==> src/rtl/centipede_pkg.sv <==
// Shared definitions for the centipede trackball emulation path.
package centipede_pkg;

    // Per-axis step sequencer states.
    typedef enum logic [1:0] {
        AXIS_IDLE  = 2'd0,
        AXIS_SETUP = 2'd1,
        AXIS_HIGH  = 2'd2,
        AXIS_LOW   = 2'd3
    } axis_state_e;

    // Bit positions inside the 8-bit trakball bus.
    localparam logic [2:0] TB_HCLK = 3'd0;
    localparam logic [2:0] TB_HDIR = 3'd1;
    localparam logic [2:0] TB_VCLK = 3'd2;
    localparam logic [2:0] TB_VDIR = 3'd3;

endpackage

==> src/rtl/trakball_axis_pulser.sv <==
// One trackball axis: signed pending-motion accumulator plus a step sequencer
// that turns each unit of motion into a dir-setup / clk-high / clk-low step.
module trakball_axis_pulser
    import centipede_pkg::*;
#(
    parameter int unsigned SETUP_W = 16,
    parameter int unsigned PULSE_W = 64,
    parameter int unsigned ACC_W   = 10
) (
    input  logic                    clk,
    input  logic                    reset,
    input  logic signed [ACC_W-1:0] delta,
    output logic                    step_clk,
    output logic                    step_dir,
    output logic                    busy_c
);

    localparam int unsigned CNT_MAX = (SETUP_W > PULSE_W) ? SETUP_W : PULSE_W;
    localparam int unsigned CNT_W   = (CNT_MAX > 1) ? $clog2(CNT_MAX) : 1;
    localparam int unsigned SUM_W   = ACC_W + 2;

    localparam logic [CNT_W-1:0]        SETUP_LOAD = CNT_W'(SETUP_W - 1);
    localparam logic [CNT_W-1:0]        PULSE_LOAD = CNT_W'(PULSE_W - 1);
    localparam logic signed [SUM_W-1:0] ACC_MAX    = SUM_W'((1 << (ACC_W - 1)) - 1);
    localparam logic signed [SUM_W-1:0] ACC_MIN    = -ACC_MAX;

    axis_state_e             state, state_next;
    logic [CNT_W-1:0]        cnt, cnt_next;
    logic signed [ACC_W-1:0] acc, acc_next;
    logic                    dir_next;
    logic                    clk_next;
    logic signed [1:0]       consume_c;
    logic signed [SUM_W-1:0] sum_c;

    // State, counter, accumulator and output registers.
    always_ff @(posedge clk) begin
        if (reset) begin
            state    <= AXIS_IDLE;
            cnt      <= '0;
            acc      <= '0;
            step_dir <= 1'b0;
            step_clk <= 1'b0;
        end else begin
            state    <= state_next;
            cnt      <= cnt_next;
            acc      <= acc_next;
            step_dir <= dir_next;
            step_clk <= clk_next;
        end
    end

    // Step sequencing, one unit consumed on entry to HIGH, saturating accumulate.
    always_comb begin
        state_next = state;
        cnt_next   = cnt;
        dir_next   = step_dir;
        consume_c  = 2'sd0;
        unique case (state)
            AXIS_IDLE: begin
                if (acc != '0) begin
                    state_next = AXIS_SETUP;
                    dir_next   = ~acc[ACC_W-1];
                    cnt_next   = SETUP_LOAD;
                end
            end
            AXIS_SETUP: begin
                if (cnt == '0) begin
                    state_next = AXIS_HIGH;
                    cnt_next   = PULSE_LOAD;
                    consume_c  = step_dir ? 2'sd1 : -2'sd1;
                end else begin
                    cnt_next = cnt - CNT_W'(1);
                end
            end
            AXIS_HIGH: begin
                if (cnt == '0) begin
                    state_next = AXIS_LOW;
                    cnt_next   = PULSE_LOAD;
                end else begin
                    cnt_next = cnt - CNT_W'(1);
                end
            end
            AXIS_LOW: begin
                if (cnt == '0) begin
                    if (acc != '0) begin
                        state_next = AXIS_SETUP;
                        dir_next   = ~acc[ACC_W-1];
                        cnt_next   = SETUP_LOAD;
                    end else begin
                        state_next = AXIS_IDLE;
                    end
                end else begin
                    cnt_next = cnt - CNT_W'(1);
                end
            end
            default: state_next = AXIS_IDLE;
        endcase

        sum_c = SUM_W'(acc) + SUM_W'(delta) - SUM_W'(consume_c);
        if (sum_c > ACC_MAX) begin
            acc_next = ACC_W'(ACC_MAX);
        end else if (sum_c < ACC_MIN) begin
            acc_next = ACC_W'(ACC_MIN);
        end else begin
            acc_next = ACC_W'(sum_c);
        end
    end

    // Next-cycle output values derived from the next state.
    always_comb begin
        clk_next = (state_next == AXIS_HIGH);
        busy_c   = (state_next != AXIS_IDLE) || (acc_next != '0);
    end

endmodule

==> src/rtl/trakball_quad_encoder.sv <==
// Trackball emulator: accepts signed X/Y motion deltas and drives the
// centipede core's trakball bus with per-axis direction/clock step trains.
module trakball_quad_encoder
    import centipede_pkg::*;
#(
    parameter int unsigned SETUP_W = 16,
    parameter int unsigned PULSE_W = 64,
    parameter int unsigned ACC_W   = 10
) (
    input  logic       clk,
    input  logic       reset,
    input  logic [7:0] delta_x_i,
    input  logic [7:0] delta_y_i,
    input  logic       delta_valid_i,
    output logic       delta_ready_o,
    output logic [7:0] trakball_o,
    output logic       busy_o
);

    logic                    accept_c;
    logic signed [ACC_W-1:0] dx_c, dy_c;
    logic                    x_clk, x_dir, x_busy_c;
    logic                    y_clk, y_dir, y_busy_c;

    // Accepted deltas sign-extended to accumulator width; zero when not accepted.
    always_comb begin
        accept_c = delta_valid_i & delta_ready_o;
        dx_c     = accept_c ? ACC_W'(signed'(delta_x_i)) : '0;
        dy_c     = accept_c ? ACC_W'(signed'(delta_y_i)) : '0;
    end

    trakball_axis_pulser #(
        .SETUP_W (SETUP_W),
        .PULSE_W (PULSE_W),
        .ACC_W   (ACC_W)
    ) u_axis_x (
        .clk      (clk),
        .reset    (reset),
        .delta    (dx_c),
        .step_clk (x_clk),
        .step_dir (x_dir),
        .busy_c   (x_busy_c)
    );

    trakball_axis_pulser #(
        .SETUP_W (SETUP_W),
        .PULSE_W (PULSE_W),
        .ACC_W   (ACC_W)
    ) u_axis_y (
        .clk      (clk),
        .reset    (reset),
        .delta    (dy_c),
        .step_clk (y_clk),
        .step_dir (y_dir),
        .busy_c   (y_busy_c)
    );

    // Ready and busy flags; ready comes up the first cycle out of reset.
    always_ff @(posedge clk) begin
        if (reset) begin
            delta_ready_o <= 1'b0;
            busy_o        <= 1'b0;
        end else begin
            delta_ready_o <= 1'b1;
            busy_o        <= x_busy_c | y_busy_c;
        end
    end

    // Pack the registered axis bits onto the trakball bus.
    always_comb begin
        trakball_o          = '0;
        trakball_o[TB_HCLK] = x_clk;
        trakball_o[TB_HDIR] = x_dir;
        trakball_o[TB_VCLK] = y_clk;
        trakball_o[TB_VDIR] = y_dir;
    end

endmodule

==> config.mk <==
export PLATFORM = sky130hd
export DESIGN_NAME = trakball_quad_encoder
export DESIGN_NICKNAME = d
export VERILOG_FILES = /design/src/rtl/centipede_pkg.sv /design/src/rtl/trakball_axis_pulser.sv /design/src/rtl/trakball_quad_encoder.sv
export SDC_FILE = /design/constraint.sdc
export NUM_CORES = 1
export LEC_CHECK = 0
export ABC_AREA = 1
export CAP_MARGIN = 5
export CORE_ASPECT_RATIO = 1.25
export CORE_MARGIN = 4
export CORE_UTILIZATION = 25
export CTS_CLUSTER_SIZE = 40
export DETAILED_ROUTE_END_ITERATION = 7
export PLACE_DENSITY = 0.49
export SYNTH_ARGS = -nofsm -noshare
export SYNTH_HDL_FRONTEND = slang
export SYNTH_SLANG_ARGS = --single-unit
==> constraint.sdc <==
create_clock -name clk -period 10.7 [get_ports clk]
set_input_delay 2.14 -clock clk [delete_from_list [all_inputs] [get_ports clk]]
set_output_delay 2.14 -clock clk [all_outputs]
set_load 0.1 [all_outputs]
# == Word level (Yosys, flattened, before mapping) ==
# Index checks and enable logic that the tools add are counted.
# classes
muxes,39
eq_ne,10
reduce_logical,18
magnitude_cmp,4
n_addsub,6
n_bitwise,4
# ops
cell,count
10-bit 2-to-1 mux,6
10-bit nonzero test,4
6-bit 2-to-1 mux,6
6-bit one-hot mux with 3 select lines,2
2-bit 2-to-1 mux,14
"12-bit by 10-bit > comparator with 1-bit output, second input constant",2
"12-bit by 10-bit less-than comparator with 1-bit output, second input constant",2
11-bit by 2-bit subtractor with 12-bit output,2
10-bit by 10-bit adder with 11-bit output,2
2-bit one-hot mux with 4 select lines,2
"2-bit == test, second input constant",6
6-bit logical NOT,2
"6-bit by 1-bit subtractor with 6-bit output, second input constant",2
2-bit nonzero test,4
1-bit 2-to-1 mux,7
"2-bit by 1-bit == test with 1-bit output, second input constant",2
2-bit logical NOT,2
"2-bit by 1-bit != test with 1-bit output, second input constant",2
1-bit one-hot mux with 2 select lines,2
2-bit AND reduction,2
2-bit OR reduction,2
1-bit logical OR,2
1-bit NOT,2
1-bit bitwise AND,1
1-bit bitwise OR,1
# totals
out_inout_bits,10
register_bits,42
inputBits,19
elab_cells,93

# == Depth between registers and ports, before layout ==
# Gate-level depths: netlist of the first run.
# logic_depth
ltp_word,10
ltp_mapped,27
depth_no_buf,27

# == Hierarchy ==
# A second synthesis of the first run with hierarchy kept.
# hier_totals
cells_unflattened,708
hier_area_um2,4420.5
# modules_own_cells
mod,seq_area_each_um2,area_each_um2,cells_each,n_inst
trakball_axis_pulser at u_axis_y,400.4,2083.2,334,1
trakball_axis_pulser at u_axis_x,400.4,2054.5,326,1
trakball_quad_encoder,40.0,282.8,48,1

# == Least setup slack after synthesis of the first run ==
# OpenSTA, ideal clock, no wires.
# synth_path
path_kind,input -> register
start,input delta_valid_i
end,register busy_o
cell_stages,22
slack_ns,5.735
required_ns,10.568
n_path_buf,1
setup_ns,0.132
arrival_ns,4.833
path_cell_list,nand2_1 -> inv_1 -> clkbuf_1 -> nand2_1 -> fa_1 -> inv_1 -> ha_1 -> nand2_1 -> nor2_1 -> nand3_1 -> nand3_1 -> nand2_1 -> nand2_1 -> nand2_1 -> nand2_2 -> nand2_1 -> a21oi_2 -> nand2_1 -> nor2_1 -> nand2_1 -> nor2_1 -> a21oi_1
# synth_via
elab_chain_len,10
elab_cells_between_ends,20
classes_between,4 x add/sub; 4 x order compare; 6 x mux; 2 x bitwise; 4 x reduce/logical
# synth_lines
element,line_no,rtl
from (decl),trakball_quad_encoder.sv:14,"input logic delta_valid_i,"
1-bit bitwise AND (*),trakball_quad_encoder.sv:27,accept_c = delta_valid_i & delta_ready_o;
"10-bit 2-to-1 mux, on equally long branches","trakball_quad_encoder.sv:28, trakball_quad_encoder.sv:29",
10-bit by 10-bit adder with 11-bit output,trakball_axis_pulser.sv:99,sum_c = SUM_W'(acc) + SUM_W'(delta) - SUM_W'(consume_c);
11-bit by 2-bit subtractor with 12-bit output,trakball_axis_pulser.sv:99,
12-bit by 10-bit less-than comparator with 1-bit output,trakball_axis_pulser.sv:102,end else if (sum_c < ACC_MIN) begin
10-bit 2-to-1 mux,trakball_axis_pulser.sv:102,
10-bit 2-to-1 mux,trakball_axis_pulser.sv:100,if (sum_c > ACC_MAX) begin
10-bit nonzero test,trakball_axis_pulser.sv:112,busy_c = (state_next != AXIS_IDLE) || (acc_next != '0);
1-bit logical OR,trakball_axis_pulser.sv:112,
1-bit bitwise OR (*),trakball_quad_encoder.sv:65,busy_o <= x_busy_c | y_busy_c;
to (signal assigned),trakball_quad_encoder.sv:65,
to (decl),trakball_quad_encoder.sv:17,output logic busy_o
# Mark *: on every way between the ends. The rest lies on a longest branch, timed or not.
# A chain may end at the register's enable or synchronous reset.

# == Final worst setup path of the first run ==
# Same ends and word-level chain as after synthesis.

==> flow_summary.ini, run 1 <==
[status]
outcome = finished, final reports clean

[sta]
drv_slew = 0
fin_crit_ns = 5.60
timing_hold_violations_final = 0
skew_ns = 0.00828
worst_pin_slew_ns = 0.983
tns_ns = 0
max_freq_ghz = 0.178
slew-limit-headroom_pct = 34.3
setup_viol = 0
rsz0062_at_grt = no
finalCritPeriodShare_pct = 52.4

[yosys]
synth_edf_count = 0
synth_cell_types = 31
avgSynthCellArea_um2 = 6.17
synth_xor_area_share_pct = 1.26
synth.cell_area_um2 = 4170
synth_fa_ha_area_share_pct = 20.4
synthArstFlopShare_pct = 0
synth_area_leaders = dfxtp_1 (20%), nand2_1 (17%), inv_1 (13%)
yosysWarnings = 0
synthMuxAreaShare_pct = 0
yosys.area.top_type = dfxtp_1
synth_compound_area_share_pct = 8.31
postSynthCellCount = 676
yosys.area_share.simple_pct = 34.4
synth-main-ff-cell = dfxtp_1
synth_top_family_by_area = simple AND/OR/NAND/NOR gates
ys_seq_area_share_pct = 20.2
synth_top_area_share_pct = 20.2
synth_seq_cells = 42

[worst_hold_path]
hold_class = reg -> reg

[clocking]
post_cts_buffers = 0
htreeDepth = 2
root_buffer = clkbuf_16
hold_buffers = 0
clk_path_buf_depth = 2
numClockSinks = 42
clkSlewWorstSetupHoldPaths_ns = 0.06
numCtsBuffers = 5
tritoncts = built
ctsResizeCount = 0
clk_latency_ns = 0.28

[worst_setup_path]
max_stage_delay_ns = 0.53
crit_buf_inv = 3
r2r-end = busy_o$_SDFF_PP0_
cp-end-kind = register
slowest_stage = fa_1
arrival_ns = 5.75
start_kind = input port
r2r_setup_slack_ns = 6.71
crit_top_cell = nand2_1
r2r_start = u_axis_y.cnt[0]$_SDFF_PP0_
endpoint = busy_o$_SDFF_PP0_
cp_num_cells = 22
crit_type = in -> reg
cp.required_ns = 10.85
reg2regPathDepth = 26
cp_max_fo = 12
critPathLaunch = delta_valid_i
crit_family = simple AND/OR/NAND/NOR gates
path_cells = clkdlybuf4s50_1 -> nand2_1 -> inv_1 -> nand2_1 -> fa_1 -> inv_1 -> ha_1 -> nand2_1 -> nor2_1 -> nand3_1 -> nand3_1 -> nand2_1 -> nand2_1 -> nand2_1 -> nand2_2 -> nand2_1 -> a21oi_2 -> nand2_1 -> nor2_1 -> nand2_1 -> nor2_1 -> a21oi_1

[finish]
area_growth_pct = 14.8
final_cell_mix = nand2_1 (187), inv_1 (147), nor2_1 (83)
stdcell_area_um2 = 4790
diodes = 0
n_fill_cell = 1868
layout-drive-gt1-share_pct = 2.72
finalNetCount = 773
final_core_utilization_pct = 29.4
mostFrequentLayoutCell = nand2_1

[detailed_routing]
first_pass_iters = 4
vias_per_cell = 4.18
routed_wl_um = 10200
routed-via-count = 3822
postRouteAntennaNets = 0
drtIter0Drc = 217
drc_errors = 0
wire_per_inst_um = 11.1

[global_route]
grt_start_max_net_pins = 37
track_usage_pct = 11.2
grt.overflow.total = 0
grt_pass1_wl_um = 17100
grt_pass1_vias = 3715
antenna_found_initial = 0

[floorplanning]
initial_core_util_pct = 25.6
core_area_um2 = 16300
die_w_um = 124
die_y_um = 152
die_area_um2 = 18800
fp-row-count = 52
io_pins = 29

[placed_design]
io_buffers = 24
gp_congestion = 0.826
dp_hpwl_um = 8720
place_area_um2 = 4620

[flow_run]
cap_violations = 0
## stage by stage
| stage | hold WS, ns | setup WS, ns | cells |
|---|---|---|---|
| after floorplan | 0.405 | 5.73 | 679 |
| after global placement | 0.431 | 4.75 | 907 |
| after detailed placement | 0.425 | 4.73 | 907 |
| after CTS | 0.433 | 5.03 | 915 |
| after global routing | 0.454 | 4.71 | 915 |
| final | 0.431 | 5.10 | 915 |
## cells by family (layout without fill, tap and decap cells)
family / Yosys count / count (layout)
AND/OR/NAND/NOR: 346 / 346
buffers and inverters: 162 / 182
AO/OA/AOI/OAI: 63 / 63
adder cells (fa/ha/maj): 56 / 56
flip-flops: 42 / 42
XOR/XNOR: 6 / 6
other: 1 / 4
## synthesized netlist by cell type, types with 5 or more instances
master / number
ha_1: 36
nand3_1: 52
clkbuf_1: 6
o21ai_0: 11
xor2_1: 6
nor2_1: 83
nand2_1: 187
nand4_1: 7
buf_4: 9
a21oi_1: 40
nand2_2: 5
inv_1: 147
fa_1: 20
dfxtp_1: 42
## metal layers
layer | up-vias | wire, µm | track usage (%)
met5 | - | 0 | 0
met4 | 0 | 130 | 2.85
met3 | 9 | 234 | 1.30
met2 | 34 | 5340 | 20.9
met1 | 1682 | 4460 | 13.4
li1 | 2097 | - | -
## worst reg2reg max path, stage by stage (launching register included)
cell,delay [ns]
dfxtp_1,0.30
inv_1,0.13
ha_1,0.17
nand3_1,0.16
inv_1,0.15
nand2_1,0.12
nor2_1,0.11
buf_4,0.22
inv_1,0.09
fa_1,0.51
fa_1,0.52
nand2_1,0.09
nand2_1,0.10
nand3_1,0.11
nand2_1,0.05
nand2_1,0.06
nand2_1,0.09
nor2_1,0.11
nand3_1,0.07
nand2_1,0.13
nand2_4,0.09
nand2_1,0.11
nand2_1,0.06
nor2_1,0.08
nand2_1,0.06
nor2_1,0.10
a21oi_1,0.06
## how the worst min path moves through the flow
| stage | from | endpoint | slack, ns | depth (start not counted) |
|---|---|---|---|---|
| after floorplan | u_axis_y.acc[9]$_SDFF_PP0_ | u_axis_y.step_dir$_SDFFE_PP0P_ | 0.41 | 1 |
| after global placement | u_axis_x.acc[9]$_SDFF_PP0_ | u_axis_x.step_dir$_SDFFE_PP0P_ | 0.43 | 1 |
| after detailed placement | u_axis_x.acc[9]$_SDFF_PP0_ | u_axis_x.step_dir$_SDFFE_PP0P_ | 0.42 | 1 |
| after CTS | u_axis_x.acc[9]$_SDFF_PP0_ | u_axis_x.step_dir$_SDFFE_PP0P_ | 0.43 | 1 |
| after global routing | u_axis_x.acc[9]$_SDFF_PP0_ | u_axis_x.step_dir$_SDFFE_PP0P_ | 0.45 | 1 |
| final | u_axis_x.acc[9]$_SDFF_PP0_ | u_axis_x.step_dir$_SDFFE_PP0P_ | 0.43 | 1 |
## state kept, by name (all words and copies together) (netlist names)
| signal | count |
|---|---|
| u_axis_x.step_clk | 1 |
| u_axis_y.state | 2 |
| u_axis_y.cnt | 6 |
| u_axis_x.cnt | 6 |
| u_axis_y.step_clk | 1 |
| delta_ready_o | 1 |
| u_axis_y.acc | 10 |
| u_axis_y.step_dir | 1 |
| u_axis_x.step_dir | 1 |
| u_axis_x.acc | 10 |
| u_axis_x.state | 2 |
| busy_o | 1 |
## area by class of cell
class	count	area [µm²]	area share, %
Sequential cell	42	841	17.6
Clock buffer	7	133	2.77
Tap cell	216	270	5.65
Inverter	147	552	11.5
Multi-Input combinational cell	475	2700	56.4
Clock inverter	1	30.0	0.627
Timing Repair Buffer	27	263	5.49
Power of run 1 is not shown: default switching activity piles up to over one toggle a cycle in this logic, so the estimate is an artifact.
==> inputs of run 2 (changes only) <==
==> constraint.sdc (replaced) <==
create_clock -name clk -period 5.2 [get_ports clk]
set_input_delay 1.04 -clock clk [delete_from_list [all_inputs] [get_ports clk]]
set_output_delay 1.04 -clock clk [all_outputs]
set_load 0.1 [all_outputs]
==> run 2 against run 1 <==
  * Via count up 3.5%
  * Setup slack worse by 4.4 ns
  * Critical path depth unchanged
  * Sequential cell count unchanged
  * Core utilization about the same
==> flow_summary.ini, run 2 (synthesis gave the netlist of run 1 again) <==
[status]
outcome = finished, final reports clean

[clocking]
clkSlewWorstSetupHoldPaths_ns = 0.06
htreeDepth = 2
numClockSinks = 42
ctsResizeCount = 0
clk_path_buf_depth = 2
numCtsBuffers = 5
root_buffer = clkbuf_16
post_cts_buffers = 0
clk_latency_ns = 0.28
tritoncts = built
hold_buffers = 0

[worst_setup_path]
cp_max_fo = 12
crit_type = in -> reg
max_stage_delay_ns = 0.54
arrival_ns = 4.70
path_cells = clkdlybuf4s50_1 -> nand2_1 -> inv_1 -> nand2_1 -> fa_1 -> inv_1 -> ha_1 -> nand2_1 -> nor2_1 -> nand3_1 -> nand3_1 -> nand2_1 -> nand2_1 -> nand2_1 -> nand2_2 -> nand2_1 -> a21oi_2 -> nand2_1 -> nor2_1 -> nand2_1 -> nor2_1 -> a21oi_1
start_kind = input port
cp.required_ns = 5.35
slowest_stage = fa_1
crit_family = simple AND/OR/NAND/NOR gates
crit_buf_inv = 3
cp-end-kind = register
crit_top_cell = nand2_1

[sta]
slew-limit-headroom_pct = 34.6
timing_hold_violations_final = 0
drv_slew = 0
max_freq_ghz = 0.220
tns_ns = 0
setup_viol = 0
skew_ns = 0.00750
fin_crit_ns = 4.54
worst_pin_slew_ns = 0.977
finalCritPeriodShare_pct = 87.4
rsz0062_at_grt = no

[global_route]
grt_pass1_vias = 3921
grt.overflow.total = 0
grt_start_max_net_pins = 37
track_usage_pct = 11.7
antenna_found_initial = 0
grt_pass1_wl_um = 17900

[finish]
mostFrequentLayoutCell = nand2_1
fin_cells = 915
final_cell_mix = nand2_1 (187), inv_1 (147), nor2_1 (83)
stdcell_area_um2 = 4790
largestRegisters = u_axis_x.acc: 10 flops, u_axis_y.acc: 10 flops
layout-drive-gt1-share_pct = 2.86
diodes = 0
area_growth_pct = 14.9
finalNetCount = 773

[placed_design]
io_buffers = 24
gp_congestion = 0.823
dp_hpwl_um = 8960
place_area_um2 = 4620
numPlacedInstances = 907

[detailed_routing]
routed_wl_um = 10500
vias_per_cell = 4.32
drc_errors = 0
routed-via-count = 3956
wire_per_inst_um = 11.5
postRouteAntennaNets = 0
first_pass_iters = 4
drtIter0Drc = 200

[floorplanning]
core_area_um2 = 16300
fp-row-count = 52
initial_core_util_pct = 25.6
die_y_um = 152
die_w_um = 124
io_pins = 29
die_area_um2 = 18800

[worst_hold_path]
hold_class = reg -> reg

[flow_run]
cap_violations = 0
-- run 2: through the flow --
| stage | utilization (%) | setup WS, ns | hold WS, ns |
|---|---|---|---|
| 6_report | 29.4 | 0.656 | 0.437 |
| 5_1_grt | 29.4 | 0.230 | 0.449 |
| 4_1_cts | 29.4 | 0.565 | 0.438 |
| 3_5_place_dp | 28.4 | 0.265 | 0.432 |
| 3_3_place_gp | 28.4 | 0.312 | 0.431 |
| 2_1_floorplan | - | 1.18 | 0.405 |
-- run 2: final timing paths --
path / cells past startpoint / slack, ns / from / end
worst max-delay path: 22 / 0.66 / delta_valid_i / busy_o$_SDFF_PP0_
worst min-delay path: 1 / 0.44 / u_axis_y.acc[9]$_SDFF_PP0_ / u_axis_y.step_dir$_SDFFE_PP0P_
worst max register to register: 26 / 0.88 / u_axis_y.cnt[0]$_SDFF_PP0_ / busy_o$_SDFF_PP0_
worst min register to register: 1 / 0.44 / u_axis_y.acc[9]$_SDFF_PP0_ / u_axis_y.step_dir$_SDFFE_PP0P_
-- run 2: per-layer routing --
metal  up-vias  wire [µm]  global-route usage, %
met5         -          0                      0
met1      1802       4540                   14.0
met2        50       5530                   21.5
met3        12        245                   1.04
met4         0        215                   3.85
li1       2092          -                      -
-- run 2: final cells by class --
class                   count  area [µm²]
multi-input cells         475        2700
well taps                 216         270
clock buffers               6         129
clock inverters             2        37.5
fillers                  1869       11500
inverters                 147         552
repair buffers             27         263
flip-flops and latches     42         841
-- run 2: worst register-to-register path, stage by stage, from the launching register on --
cell and delay [ns]:
dfxtp_1 0.30, inv_1 0.12, ha_1 0.17, nand3_1 0.17
inv_1 0.15, nand2_1 0.12, nor2_1 0.50, buf_4 0.29
fa_1 0.42, inv_1 0.07, ha_1 0.28, nand2_1 0.14
inv_1 0.05, a21oi_1 0.18, nand2_1 0.10, nand2_1 0.09
nand2_1 0.05, nand2_1 0.06, nand2_2 0.10, nand2_2 0.18
nand2_1 0.11, a21oi_2 0.16, nand2_1 0.09, nor2_1 0.09
nand2_1 0.05, nor2_1 0.08, a21oi_1 0.06
Power of run 2 is left out for the same reason.
==> inputs of run 3 (changes only) <==
--- a/config.mk
+++ b/config.mk
@@ -16,3 +16,4 @@
 export SYNTH_ARGS = -nofsm -noshare
 export SYNTH_HDL_FRONTEND = slang
 export SYNTH_SLANG_ARGS = --single-unit
+export TNS_END_PERCENT = 1
==> results of run 3 <==
Final layout, timing and power as in run 2 (identical DEF).
Power of run 3 is left out for the same reason.
